**src/rtl/regfile_wb_arbiter.sv**
```systemverilog
// Round-robin writeback arbiter for the register file's single write port.
// Accepted beats are registered (latency 1). A 32-bit pending-write
// scoreboard is kept alongside for the issue stage's RAW hazard checks.
module regfile_wb_arbiter #(
    parameter int NREQ = 4,
    parameter int IDW  = 2
) (
    input  logic                CLK,
    input  logic                RST,
    input  logic [NREQ-1:0]     req_valid,
    input  logic [NREQ*5-1:0]   req_wsel,
    input  logic [NREQ*32-1:0]  req_wdat,
    output logic [NREQ-1:0]     req_ready,
    input  logic                hold,
    input  logic                mark_valid,
    input  logic [4:0]          mark_sel,
    output logic                wen,
    output logic [4:0]          wsel,
    output logic [31:0]         wdat,
    output logic [IDW-1:0]      grant_id,
    output logic [31:0]         pending
);

    logic [IDW-1:0] ptr_q, ptr_d;
    logic           wen_q, wen_d;
    logic [4:0]     wsel_q, wsel_d;
    logic [31:0]    wdat_q, wdat_d;
    logic [IDW-1:0] grant_id_q, grant_id_d;
    logic [31:0]    pending_q, pending_d;

    logic           found_hi, found_lo, accept;
    logic [IDW-1:0] gnt_hi, gnt_lo, gnt;
    logic [4:0]     beat_wsel;
    logic [31:0]    beat_wdat;

    // Rotating priority as two passes: first valid at/above ptr, else lowest valid
    always_comb begin
        found_hi = 1'b0;
        found_lo = 1'b0;
        gnt_hi   = '0;
        gnt_lo   = '0;
        for (int unsigned i = 0; i < NREQ; i++) begin
            if (req_valid[i] && !found_lo) begin
                found_lo = 1'b1;
                gnt_lo   = IDW'(i);
            end
            if (req_valid[i] && !found_hi && (i >= 32'(ptr_q))) begin
                found_hi = 1'b1;
                gnt_hi   = IDW'(i);
            end
        end
        gnt    = found_hi ? gnt_hi : gnt_lo;
        accept = found_lo && !hold && !RST;
    end

    // One-hot ready and the granted beat, selected by OR-ing the one-hot lanes
    always_comb begin
        req_ready = '0;
        beat_wsel = '0;
        beat_wdat = '0;
        for (int unsigned i = 0; i < NREQ; i++) begin
            req_ready[i] = accept && (IDW'(i) == gnt);
            if (req_ready[i]) begin
                beat_wsel = beat_wsel | req_wsel[5*i +: 5];
                beat_wdat = beat_wdat | req_wdat[32*i +: 32];
            end
        end
    end

    // Next state for the pointer, output stage and scoreboard
    always_comb begin
        ptr_d      = ptr_q;
        wen_d      = 1'b0;
        wsel_d     = wsel_q;
        wdat_d     = wdat_q;
        grant_id_d = grant_id_q;
        pending_d  = pending_q;
        if (accept) begin
            ptr_d      = (32'(gnt) == 32'(NREQ - 1)) ? '0 : gnt + 1'b1;
            wen_d      = (beat_wsel != 5'd0);
            wsel_d     = beat_wsel;
            wdat_d     = beat_wdat;
            grant_id_d = gnt;
            pending_d[beat_wsel] = 1'b0;
        end
        // set after clear so a newly issued writer wins over the retiring one
        if (mark_valid && (mark_sel != 5'd0)) begin
            pending_d[mark_sel] = 1'b1;
        end
        pending_d[0] = 1'b0;
    end

    // State registers with synchronous reset
    always_ff @(posedge CLK) begin
        if (RST) begin
            ptr_q      <= '0;
            wen_q      <= 1'b0;
            wsel_q     <= '0;
            wdat_q     <= '0;
            grant_id_q <= '0;
            pending_q  <= '0;
        end else begin
            ptr_q      <= ptr_d;
            wen_q      <= wen_d;
            wsel_q     <= wsel_d;
            wdat_q     <= wdat_d;
            grant_id_q <= grant_id_d;
            pending_q  <= pending_d;
        end
    end

    assign wen      = wen_q;
    assign wsel     = wsel_q;
    assign wdat     = wdat_q;
    assign grant_id = grant_id_q;
    assign pending  = pending_q;

endmodule

```
**config.mk**
```make
export PLATFORM = sky130hd
export DESIGN_NAME = regfile_wb_arbiter
export DESIGN_NICKNAME = d
export VERILOG_FILES = /design/src/rtl/regfile_wb_arbiter.sv
export SDC_FILE = /design/constraint.sdc
export NUM_CORES = 1
export LEC_CHECK = 0
export BUFFER_PORTS_ARGS = -buffer_cell sky130_fd_sc_hd__buf_2
export CORE_MARGIN = 5
export CORE_UTILIZATION = 25
export DETAILED_ROUTE_END_ITERATION = 6
export PLACE_DENSITY_LB_ADDON = 0.25
export SLEW_MARGIN = 40
export SYNTH_ARGS = -nofsm -noshare
export SYNTH_HDL_FRONTEND = slang
export SYNTH_SLANG_ARGS = --single-unit
```
**constraint.sdc**
```tcl
create_clock -name CLK -period 3.4 [get_ports CLK]
set_clock_uncertainty 0.15 [all_clocks]
set_input_delay 0.17 -clock CLK [delete_from_list [all_inputs] [get_ports CLK]]
set_output_delay 0.17 -clock CLK [all_outputs]
set_load 0.005 [all_outputs]
```
## Word level (Yosys, flattened, before mapping)

Index checks and enable logic that the tools add are counted.

- Order comparisons: 7
- Eq/ne operators: 4
- Multiplexer cells: 30
- Reduce and logical (&&, ||, !) cells: 30
- Add/subtract/negate cells: 1
- Bitwise operators: 10

Operator list:

| operator | number |
|---|---|
| $mux W32 | 6 |
| $or A32 B32 Y32 | 4 |
| $and A32 B32 Y32 | 1 |
| $not A32 Y32 | 1 |
| $mux W5 | 4 |
| $logic_and A1 B1 Y1 | 18 |
| $or A5 B5 Y5 | 3 |
| $lt A5 B6 Y1 const B | 2 |
| $mux W1 | 12 |
| $mux W2 | 6 |
| $demux W1 S5 | 2 |
| $ge A5 B1 Y1 const B | 2 |
| $reduce_bool A5 Y1 | 2 |
| $logic_not A1 Y1 | 8 |
| $eq A2 B2 Y1 const A | 2 |
| $ge A1 B2 Y1 const A | 2 |
| $add A2 B1 Y2 const B | 1 |
| $eq A1 B2 Y1 const A | 1 |
| $eq A2 B2 Y1 const B | 1 |
| $ge A2 B2 Y1 const A | 1 |
| $logic_not A2 Y1 | 1 |
| $reduce_or A2 Y1 | 1 |
| $not A1 Y1 | 1 |

- Bits in registers: 74
- Word-level logic and storage cells: 89
- Bits of input ports: 161

## Depth between registers and ports, before layout

Gate-level depths: netlist (run 1).

- Word-level depth: 33
- Mapped depth: 12

## Worst setup path before layout (run 1)

No wires, ideal clock.

- Path kind: reg2reg
- Start point: register ptr_q[1]
- End point: register pending_q[10] (netlist: pending[10])
- Buffers on the path: 1
- Clock period less this slack: 2.591 ns
- Cell stages (with the launch flop): 11
- Path slack: 0.809 ns
- Setup time: 0.120 ns
- Arrival time: 2.321 ns
- Cells stage by stage: dfxtp_1 -> a21o_1 -> a21oi_1 -> o22ai_1 -> inv_1 -> ha_1 -> buf_6 -> a22oi_1 -> nand2_1 -> or4_4 -> o31a_1

- Longest elaborated chain between the ends: 33
- Elaborated cells between the ends (all ways): 45
- Classes of those cells: order compare: 5; eq/ne: 3; mux: 16; bitwise: 6; reduce/logical: 15

RTL lines:

| what | line | RTL |
|---|---|---|
| start: declaration | 24 | `logic [IDW-1:0] ptr_q, ptr_d;` |
| start signal: assignment | 103 | `ptr_q <= ptr_d;` |
| $ge A1 B2 Y1 | 47 | `if (req_valid[i] && !found_hi && (i >= 32'(ptr_q))) begin` |
| $logic_and A1 B1 Y1 | 47 |  |
| $mux W1 | 47 |  |
| $logic_not A1 Y1 | 47 |  |
| $logic_and A1 B1 Y1 (2 in series) | 47 |  |
| $mux W1 | 47 |  |
| $logic_not A1 Y1 | 47 |  |
| $logic_and A1 B1 Y1 (2 in series) | 47 |  |
| [5 not listed] | - |  |
| named net gnt[1] | 32 | `logic [IDW-1:0] gnt_hi, gnt_lo, gnt;` |
| [10 not listed] | - |  |
| $logic_and A1 B1 Y1 (not written as such) | 84 | `pending_d[beat_wsel] = 1'b0;` |
| $mux W1 (not written as such) | 84 |  |
| $demux W1 S5 * | 84 |  |
| $not A32 Y32 (no source line) * | - |  |
| $and A32 B32 Y32 (no source line) * | - |  |
| $mux W32 * | 78 | `if (accept) begin` |
| $or A32 B32 Y32 (no source line) | - |  |
| $mux W32 * | 87 | `if (mark_valid && (mark_sel != 5'd0)) begin` |
| end signal: assignment | 108 | `pending_q <= pending_d;` |
| end: declaration | 29 | `logic [31:0] pending_q, pending_d;` |

Mark *: on every way through the listed nets, which the timed path passes. The rest lies on a longest branch.
A chain may end at the register's enable or synchronous reset.

## Worst setup path after layout (run 1)

- Start point: register ptr_q[1]
- End point: register wdat_q[3] (netlist: wdat[3])

- Longest elaborated chain between the ends: 24
- Elaborated cells between the ends (all ways): 35
- Classes of those cells: order compare: 3; eq/ne: 3; mux: 12; bitwise: 3; reduce/logical: 14

RTL lines:

| what | line | RTL |
|---|---|---|
| $ge A1 B2 Y1 | 47 |  |
| $logic_and A1 B1 Y1 | 47 |  |
| $mux W1 | 47 |  |
| $logic_not A1 Y1 | 47 |  |
| $logic_and A1 B1 Y1 (2 in series) | 47 |  |
| $mux W1 | 47 |  |
| $logic_not A1 Y1 | 47 |  |
| $logic_and A1 B1 Y1 (2 in series) | 47 |  |
| [5 not listed] | - |  |
| named net gnt[1] | 32 |  |
| [1 not listed] | - |  |
| $logic_and A1 B1 Y1 | 62 | `req_ready[i] = accept && (IDW'(i) == gnt);` |
| $mux W32 | 63 | `if (req_ready[i]) begin` |
| $or A32 B32 Y32 | 65 | `beat_wdat = beat_wdat \| req_wdat[32*i +: 32];` |
| $mux W32 | 63 |  |
| $or A32 B32 Y32 | 65 |  |
| $mux W32 | 63 |  |
| $or A32 B32 Y32 | 65 |  |
| $mux W32 * | 63 |  |
| end signal: assignment | 106 | `wdat_q <= wdat_d;` |
| end: declaration | 27 | `logic [31:0] wdat_q, wdat_d;` |

Marks and branches as above.

==> results of run 1 <==
where the power goes:
group | leakage [uW] | switching, uW | total [uW] | internal [uW]
sequential | 0.000597 | 40.7 | 972 | 931
clock | 0.000148 | 375 | 958 | 582
combinational | 0.00199 | 461 | 934 | 473
total | 0.00274 | 876 | 2860 | 1990
cell usage after synthesis, types with 2 or more instances:
cell / instances
o31a_1: 10
nand2_1: 7
clkbuf_1: 32
nand3_1: 3
and2_4: 2
nand3b_1: 35
buf_6: 3
nor2b_1: 4
o41a_1: 6
nor3_1: 16
nand2b_1: 6
inv_1: 5
buf_4: 4
and4b_1: 2
a22oi_1: 9
a21oi_1: 16
nor4_1: 3
or4_4: 3
nor4bb_1: 2
a211oi_1: 17
dfxtp_1: 73
a31oi_1: 4
buf_2: 8
nand2_2: 2
o21ai_0: 48
and4_1: 2
a22o_1: 34
o22ai_1: 2
and3_1: 4
nand4_1: 3
ha_1: 4
a221oi_1: 32
nor2_1: 57
worst max-delay path by stage:
stage	end	slack, ns
2_1_floorplan	pending[10]	0.81
6_report	wdat[3]	0.32
4_1_cts	wdat[30]	0.39
3_3_place_gp	pending[19]	0.60
5_1_grt	wdat[3]	0.19
3_5_place_dp	pending[24]	0.47
per-stage QoR:
| step | hold slack, ns | power (uW) | instance area (um2) |
|---|---|---|---|
| floorplan | 0.210 | 1450 | 4010 |
| global placement | 0.303 | 1750 | 5300 |
| detailed placement | 0.315 | 1770 | 5300 |
| CTS | 0.00385 | 2900 | 6210 |
| global route | 0.0492 | 3040 | 6210 |
| finish | 0.0127 | 2860 | 6210 |
layout make-up:
cell class                      count  area [um2]  area share, %
Antenna cell                        2        5.00         0.0806
Clock buffer                       10         239           3.85
Clock inverter                      6        57.6          0.927
Inverter                            5        18.8          0.302
Multi-Input combinational cell    346        2300           37.0
Sequential cell                    73        1460           23.5
Tap cell                          216         270           4.35
Timing Repair Buffer              306        1860           30.0
sequential cells by signal, indices dropped and copies added (netlist names):
signal,cells
wsel,5
ptr_q,2
wen,1
pending,31
grant_id,2
wdat,32
routing by layer:
metal	track usage, %	share of wire, %	vias to the layer above
met5	0	0.18	-
met4	8.79	3.5	4
met3	5.74	8.4	38
met2	30.0	48	219
met1	19.8	40	2262
li1	-	-	2369
critical path, delay by kind of cell, from the launching register on:
kind	cells	cell delay (ns)
flops	1	0.40
buf+inv	3	0.97
compound gates	6	1.12
fa+ha+maj	1	0.27
logic make-up (layout without fill, tap and decap cells):
family / count (synthesis) / in the layout / share of synthesized area, %
compound gates: 182 / 182 / 33.1
fa+ha+maj: 4 / 4 / 1.25
buf+inv: 53 / 327 / 6.15
flops: 73 / 73 / 36.5
other cells: 1 / 3 / 0.0936
simple gates: 159 / 159 / 22.9
cell usage in the layout, fill, tap and decap left out, types with 2 or more instances in the layout:
| master | count |
|---|---|
| buf_2 | 235 |
| o22ai_1 | 2 |
| a22o_1 | 34 |
| a22oi_1 | 9 |
| nand2_2 | 2 |
| a221oi_1 | 32 |
| or4_4 | 3 |
| nor2_1 | 57 |
| buf_4 | 10 |
| nor4_1 | 3 |
| dfxtp_1 | 73 |
| diode_2 | 2 |
| nand3b_1 | 35 |
| nor4bb_1 | 2 |
| nand2b_1 | 6 |
| inv_1 | 5 |
| clkbuf_16 | 9 |
| o41a_1 | 6 |
| a31oi_1 | 4 |
| and4b_1 | 2 |
| dlygate4sd3_1 | 61 |
| and4_1 | 2 |
| a21oi_1 | 16 |
| a211oi_1 | 17 |
| and2_4 | 2 |
| nor3_1 | 16 |
| o21ai_0 | 48 |
| ha_1 | 4 |
| clkinv_2 | 4 |
| nor2b_1 | 4 |
| nand4_1 | 3 |
| and3_1 | 4 |
| nand2_1 | 7 |
| o31a_1 | 10 |
| nand3_1 | 3 |
repair_timing:
| item | CTS | global route |
|---|---|---|
| hold buffers | 61 | 0 |
| hold endpoints to repair | 31 | 0 |
| buffers inserted | 0 | 0 |
| gates resized for setup | 0 | 0 |
==> impl_metrics.py, run 1 <==
metrics = {
    "finish": {
        "areaGrowthSynthToFinish_pct": 55.1,
        "fillers": 1658,
        "layout.cells.non_filler": 964,
        "utilization_pct": 39.2,
        "nNetsFinal": 906,
        "drive_above_1_share_pct": 36.5,
    },
    "floorplan": {
        "die_height_um": 137,
        "io_pins": 237,
        "rows": 46,
        "start_util_pct": 25.3,
        "die_area_um2": 18700,
        "die_w_um": 137,
        "core_area_um2": 15800,
    },
    "global_route": {
        "grt_pass1_vias": 4982,
        "grt_start_max_net_pins": 73,
        "grt_pass1_wl_mm": 25.5,
        "grt_antenna_before_repair": 4,
        "grtUsageTotal_pct": 17.7,
        "grt-ovfl-total": 0,
    },
    "setup_path": {
        "crit_required_ns": 3.45,
        "worstSetupEndpointType": "flip-flop",
        "critPathMaxFanout": 33,
        "ff2ff_path_depth": 10,
        "worstReg2RegEnd": "wdat[3]",
        "r2r_slack_ns": 0.32,
        "arrival_ns": 3.13,
        "cp_slowest_cell": "dlygate4sd3_1",
        "crit_path_start": "ptr_q[1]",
        "r2r_start": "ptr_q[1]",
        "path_class": "flip-flop to flip-flop",
        "critical_path.cell_chain": "a21o_1 -> a21oi_1 -> o22ai_1 -> inv_1 -> ha_1 -> buf_4 -> a22o_1 -> a221oi_1 -> dlygate4sd3_1 -> o21ai_0",
        "crit_path_start_kind": "flip-flop",
        "max_stage_delay_ns": 0.59,
    },
    "synthesis": {
        "async_flop_share_pct": 0,
        "synthFlopType": "dfxtp_1",
        "synth_seq_cells": 73,
        "yosysSeqAreaShare_pct": 36.5,
        "synth_top_area_share_pct": 36.5,
        "netlist_instances": 472,
        "synth_top_cell_by_area": "dfxtp_1",
        "ys_warn_count": 0,
        "postSynthAreaPerCell_um2": 8.49,
        "synth_cell_types": 47,
        "synth-edff-count": 0,
        "netlist_area_um2": 4010,
        "synth_nets": 637,
        "synthTopCellsByArea": "dfxtp_1 (36%), a22o_1 (7.4%), a221oi_1 (7.0%), nand3b_1 (6.6%), o21ai_0 (6.0%)",
    },
    "placed_design": {
        "placedCellCount": 885,
        "gp_congestion": 0.842,
        "place_ws_ns": 0.467,
        "dpl.hpwl_mm": 12.7,
        "io_buffers": 235,
    },
    "drt": {
        "drc": 0,
        "drt_pre_antenna_iters": 5,
        "ant_nets": 0,
        "vias": 4892,
        "totalWireLength_mm": 16.6,
        "viasPerCell": 5.07,
        "avgRoutedWirePerCell_um": 17.2,
        "drt_iter0_drc": 241,
    },
    "sta": {
        "hold_viol_final": 0,
        "maxSlewViolCount": 0,
        "finalWorstSetupSlack_ns": 0.317,
        "layout_min_cycle_time_ns": 3.08,
        "period_share_pct": 90.7,
        "worst_slew_pin_slew_ns": 0.763,
        "rsz0062_at_grt": "false",
        "setup_violations": 0,
        "setup-tns-final_ns": 0,
        "fmax_mhz": 324,
        "slew-limit-headroom_pct": 48.5,
    },
    "job": {
        "maxCapViolCount": 0,
    },
    "min_path": {
        "min-delay-start": "req_wdat[65]",
        "min_delay_path_depth": 3,
        "hold_path.class": "primary input to flip-flop",
        "hold-path-endpoint": "wdat[1]",
    },
    "clocking": {
        "cts_tree": "done",
        "htreeDepth": 3,
        "clkSinkCount": 73,
        "numCtsBuffers": 9,
        "cts_max_path_buffers": 2,
        "cts-root-buf": "clkbuf_16",
        "clkTransAtPathRegs_ns": 0.06,
        "clk-insertion-delay-late_ns": 0.34,
    },
    "power_and_ir_drop": {
        "leakagePower_uw": 0.00274,
        "cellPowerDensity_nw_per_um2": 461,
        "ir_drop_mv": 0.227,
    },
    "status": {
        "outcome": "completed",
    },
}
Power figures use the tool's default switching activity.
==> inputs of run 2 (changes only) <==
--- a/config.mk
+++ b/config.mk
@@ -6,6 +6,7 @@
 export NUM_CORES = 1
 export LEC_CHECK = 0
 export BUFFER_PORTS_ARGS = -buffer_cell sky130_fd_sc_hd__buf_2
+export CORE_ASPECT_RATIO = 2
 export CORE_MARGIN = 5
 export CORE_UTILIZATION = 25
 export DETAILED_ROUTE_END_ITERATION = 6
==> impl_metrics.py, run 2 (synthesized netlist as in run 1, its figures left out) <==
metrics = {
    "drt": {
        "drt_iter0_drc": 203,
        "maxUsedRoutingLayer": "met4",
        "ant_nets": 0,
        "drt-met1-wl_mm": 5.72,
        "vias": 4939,
        "dr_wl_met2_mm": 9.12,
        "viasPerCell": 5.25,
        "totalWireLength_mm": 16.9,
        "dr_wl_met3_mm": 1.28,
        "drt_pre_antenna_iters": 5,
        "avgRoutedWirePerCell_um": 17.9,
        "drc": 0,
    },
    "setup_path": {
        "r2r_start": "ptr_q[1]",
        "r2r_slack_ns": 0.35,
        "crit_required_ns": 3.44,
        "path_class": "flip-flop to flip-flop",
        "worstSetupEndpointType": "flip-flop",
        "critPathMaxFanout": 33,
        "crit_path_start": "ptr_q[1]",
        "arrival_ns": 3.09,
        "worstReg2RegEnd": "wdat[15]",
        "crit_path_start_kind": "flip-flop",
        "ff2ff_path_depth": 10,
        "setup.worst_path.end": "wdat[15]",
    },
    "finish": {
        "drive_above_1_share_pct": 37.3,
        "largest_reg_flops": 32,
        "nNetsFinal": 900,
        "layout_common_cells": "buf_2 (235), dfxtp_1 (73), nor2_1 (57), dlygate4sd3_1 (57), o21ai_0 (48)",
        "fillers": 1646,
        "diodes": 0,
        "layout_commonest_cell": "buf_2",
        "utilization_pct": 39.5,
        "design_area_um2": 6230,
        "areaGrowthSynthToFinish_pct": 55.5,
    },
    "floorplan": {
        "core_area_um2": 15800,
        "die_height_um": 189,
        "die_w_um": 99.5,
        "die_area_um2": 18800,
        "start_util_pct": 25.4,
        "rows": 65,
        "io_pins": 237,
    },
    "sta": {
        "fmax_mhz": 328,
        "maxSlewViolCount": 0,
        "slew-limit-headroom_pct": 50.9,
        "worst_slew_pin_slew_ns": 0.727,
        "rsz0062_at_grt": "false",
        "setup_violations": 0,
        "period_share_pct": 89.7,
        "setup-tns-final_ns": 0,
        "hold_viol_final": 0,
        "layout_min_cycle_time_ns": 3.05,
    },
    "global_route": {
        "grt_antenna_before_repair": 0,
        "grt_pass1_wl_mm": 25.9,
        "grt_pass1_vias": 5126,
        "grt_start_max_net_pins": 73,
        "grt-ovfl-total": 0,
        "grtUsageTotal_pct": 17.4,
    },
    "power_and_ir_drop": {
        "cellPowerDensity_nw_per_um2": 494,
        "p_total_uw": 3080,
        "ir_drop_mv": 0.217,
        "leakagePower_uw": 0.00274,
    },
    "clocking": {
        "clkSinkCount": 73,
        "clkTransAtPathRegs_ns": 0.06,
        "clk-insertion-delay-late_ns": 0.33,
        "numCtsBuffers": 9,
        "cts_max_path_buffers": 2,
        "cts_tree": "done",
        "htreeDepth": 3,
        "cts-root-buf": "clkbuf_16",
    },
    "job": {
        "maxCapViolCount": 0,
    },
    "placed_design": {
        "io_buffers": 235,
        "gp_congestion": 0.860,
        "placed_area_um2": 5280,
        "dpl.hpwl_mm": 12.7,
    },
    "min_path": {
        "hold_path.class": "primary input to flip-flop",
    },
    "status": {
        "outcome": "completed",
    },
}
==> run 2: worst max-delay path, stage by stage, from the launching register on <==
cell and delay (ns):
dfxtp_1 0.41, a21o_1 0.14, a21oi_1 0.06, o22ai_1 0.37, inv_1 0.14, ha_2 0.25
buf_4 0.25, a22o_1 0.25, a221oi_1 0.23, dlygate4sd3_1 0.60, o21ai_0 0.07
==> run 2: final cells by class <==
class	count	area [um2]	area share, %
clock buffers	10	239	3.84
clock inverters	6	138	2.21
inverters	5	18.8	0.301
multi-input cells	346	2310	37.2
flip-flops and latches	73	1460	23.5
well taps	201	251	4.04
repair buffers	300	1810	29.0
==> run 2: power by group <==
part	switching, uW	internal (uW)	total (uW)	leakage, uW
combinational	463	453	917	0.00196
sequential	39.9	931	971	0.000597
clock	377	815	1190	0.000183
total	881	2200	3080	0.00274
==> run 2: metal layers <==
metal	up-vias	global-route usage (%)
li1	2340	-
met1	2289	16.8
met2	268	32.5
met3	42	4.61
met4	0	9.47
met5	-	0
==> run 2: how the worst min path moves through the flow <==
stage	start	endpoint	slack, ns	depth (start not counted)
floorplan	req_wdat[64]	wdat[0]	0.21	2
global placement	req_wdat[50]	wdat[18]	0.30	3
detailed placement	req_wdat[69]	wdat[5]	0.31	3
CTS	req_wdat[3]	wdat[3]	0.00004	3
global route	req_wdat[76]	wdat[12]	0.02	3
finish	req_wdat[76]	wdat[12]	0.001	3
==> run 2: through the flow <==
stage | setup slack, ns | std cells | hold WS (ns)
global route | 0.148 | 941 | 0.0236
finish | 0.349 | 941 | 0.00128
global placement | 0.519 | 868 | 0.301
CTS | 0.381 | 941 | 0.0000439
detailed placement | 0.403 | 868 | 0.313
floorplan | 0.809 | 472 | 0.210
==> run 2: what timing repair did <==
item | in CTS | in global routing
endpoints found under the hold margin | 31 | 0
setup buffers | 0 | 0
hold buffers | 57 | 0
resized for setup | 0 | 0
==> inputs of run 3 (changes only) <==
--- a/config.mk
+++ b/config.mk
@@ -6,10 +6,13 @@
 export NUM_CORES = 1
 export LEC_CHECK = 0
 export BUFFER_PORTS_ARGS = -buffer_cell sky130_fd_sc_hd__buf_2
+export CELL_PAD_IN_SITES_DETAIL_PLACEMENT = 1
+export CELL_PAD_IN_SITES_GLOBAL_PLACEMENT = 1
 export CORE_ASPECT_RATIO = 2
 export CORE_MARGIN = 5
 export CORE_UTILIZATION = 25
 export DETAILED_ROUTE_END_ITERATION = 6
+export GPL_ROUTABILITY_DRIVEN = 0
 export PLACE_DENSITY_LB_ADDON = 0.25
 export SLEW_MARGIN = 40
 export SYNTH_ARGS = -nofsm -noshare
==> impl_metrics.py, run 3 (synthesized netlist as in run 1, its figures left out) <==
metrics = {
    "status": {
        "outcome": "completed",
    },
    "finish": {
        "areaGrowthSynthToFinish_pct": 51.2,
        "fillers": 1943,
        "layout_commonest_cell": "buf_2",
        "utilization_pct": 38.4,
        "layout_common_cells": "buf_2 (235), dfxtp_1 (73), nor2_1 (57)",
        "nNetsFinal": 892,
        "largest_reg_flops": 32,
        "diodes": 0,
        "drive_above_1_share_pct": 37.7,
    },
    "clocking": {
        "cts-root-buf": "clkbuf_16",
        "numCtsBuffers": 9,
        "clkSinkCount": 73,
        "htreeDepth": 3,
        "cts_setup_buffers": 0,
        "cts_max_path_buffers": 2,
        "clkTransAtPathRegs_ns": 0.06,
        "clk-insertion-delay-late_ns": 0.33,
        "cts_tree": "done",
    },
    "min_path": {
        "min_delay_path_depth": 3,
        "min-delay-start": "req_wdat[70]",
        "hold-path-endpoint": "wdat[6]",
        "hold_path.class": "primary input to flip-flop",
    },
    "power_and_ir_drop": {
        "ir_drop_mv": 0.236,
        "leakagePower_uw": 0.00269,
        "cellPowerDensity_nw_per_um2": 480,
    },
    "placed_design": {
        "dpl.hpwl_mm": 15.5,
        "io_buffers": 235,
    },
    "global_route": {
        "grt-ovfl-total": 0,
        "grt_pass1_wl_mm": 30.0,
        "grtUsageTotal_pct": 20.5,
        "grt_antenna_before_repair": 1,
        "grt_start_max_net_pins": 41,
        "grt_pass1_vias": 5471,
    },
    "floorplan": {
        "die_height_um": 189,
        "io_pins": 237,
        "start_util_pct": 25.4,
        "die_area_um2": 18800,
        "core_area_um2": 15800,
        "rows": 65,
        "die_w_um": 99.5,
    },
    "drt": {
        "viasPerCell": 5.26,
        "dr_wl_met3_mm": 1.39,
        "dr_wl_met2_mm": 10.8,
        "drt-met1-wl_mm": 6.53,
        "avgRoutedWirePerCell_um": 20.9,
        "ant_nets": 0,
        "vias": 4909,
        "drt_iter0_drc": 140,
        "drc": 0,
        "drt_pre_antenna_iters": 4,
        "maxUsedRoutingLayer": "met4",
        "totalWireLength_mm": 19.5,
    },
    "sta": {
        "period_share_pct": 93.5,
        "fmax_mhz": 315,
        "setup_violations": 0,
        "rsz0062_at_grt": "false",
        "layout_min_cycle_time_ns": 3.18,
        "setup-tns-final_ns": 0,
        "worst_slew_pin_slew_ns": 0.718,
        "maxSlewViolCount": 0,
        "slew-limit-headroom_pct": 51.4,
        "hold_viol_final": 0,
    },
    "setup_path": {
        "crit_path_start_kind": "flip-flop",
        "worstSetupEndpointType": "flip-flop",
        "ff2ff_path_depth": 8,
        "worstReg2RegEnd": "pending[19]",
        "critPathMaxFanout": 17,
        "r2r_slack_ns": 0.22,
        "r2r_start": "ptr_q[0]",
        "crit_required_ns": 3.46,
        "critical_path.cell_chain": "nand2b_1 -> a21oi_1 -> a211o_1 -> inv_1 -> ha_1 -> a22oi_1 -> a2111o_1 -> o41a_1",
        "max_stage_delay_ns": 0.74,
        "arrival_ns": 3.24,
        "cp_slowest_cell": "a2111o_1",
        "path_class": "flip-flop to flip-flop",
    },
    "job": {
        "maxCapViolCount": 0,
    },
}
==> run 3: cell count changes in the layout (fill, tap and decap cells not counted), sizes merged <==
cell / before / now
buf: 243 / 249
bufinv: 4 / 2
clkinv: 1 / 3
clkinvlp: 0 / 1
dlygate4sd3: 57 / 43
inv: 6 / 5
==> run 3: worst max path at each step <==
stage	startpoint	endpoint	slack, ns
floorplan	ptr_q[1]	pending[10]	0.81
global placement	ptr_q[0]	pending[19]	0.39
detailed placement	ptr_q[0]	pending[19]	0.23
CTS	ptr_q[0]	pending[19]	0.20
global route	ptr_q[1]	wdat[30]	0.01
finish	ptr_q[0]	pending[19]	0.22
==> run 3: layer usage <==
| metal | up-vias | global-route usage [%] |
|---|---|---|
| met5 | - | 0 |
| met4 | 0 | 9.31 |
| met3 | 33 | 5.20 |
| met2 | 207 | 39.5 |
| met1 | 2346 | 19.7 |
| li1 | 2323 | - |
==> run 3: final cells by class <==
cell class / count / area [um2] / share of cell area [%]
sequential: 73 / 1460 / 24.1
clock inverter: 6 / 82.6 / 1.36
clock buffer: 10 / 229 / 3.78
timing repair buffer: 292 / 1710 / 28.3
multi-input combinational: 346 / 2300 / 38.0
tap: 201 / 251 / 4.15
inverter: 5 / 18.8 / 0.310
==> run 3: timing repair <==
item | CTS | global route
gates resized for setup | 0 | 1
hold buffers | 43 | 0
endpoints found under the setup margin | 0 | 1
hold endpoints to repair | 25 | 0
==> run 3: through the flow <==
step	setup slack, ns	hold slack [ns]	power, uW	cell area [um2]	cells
after CTS	0.198	0.00200	2920	6050	933
after detailed placement	0.230	0.313	1800	5310	874
after global placement	0.386	0.306	1780	5310	874
final	0.221	0.00314	2900	6050	933
after floorplan	0.809	0.210	1450	4010	472
after global routing	0.0130	0.0311	3060	6050	933
==> run 3: worst max-delay path, delay by kind of cell, from the launching register on <==
family / cells / cell delay, ns
compound gates: 5 / 1.86
fa+ha+maj: 1 / 0.39
buf+inv: 1 / 0.13
flops: 1 / 0.39
simple gates: 1 / 0.14
==> run 3: where the power goes <==
part / switching (uW) / total (uW) / internal, uW
combinational: 483 / 914 / 431
sequential: 46.2 / 977 / 931
clock: 374 / 1010 / 639
total: 903 / 2900 / 2000
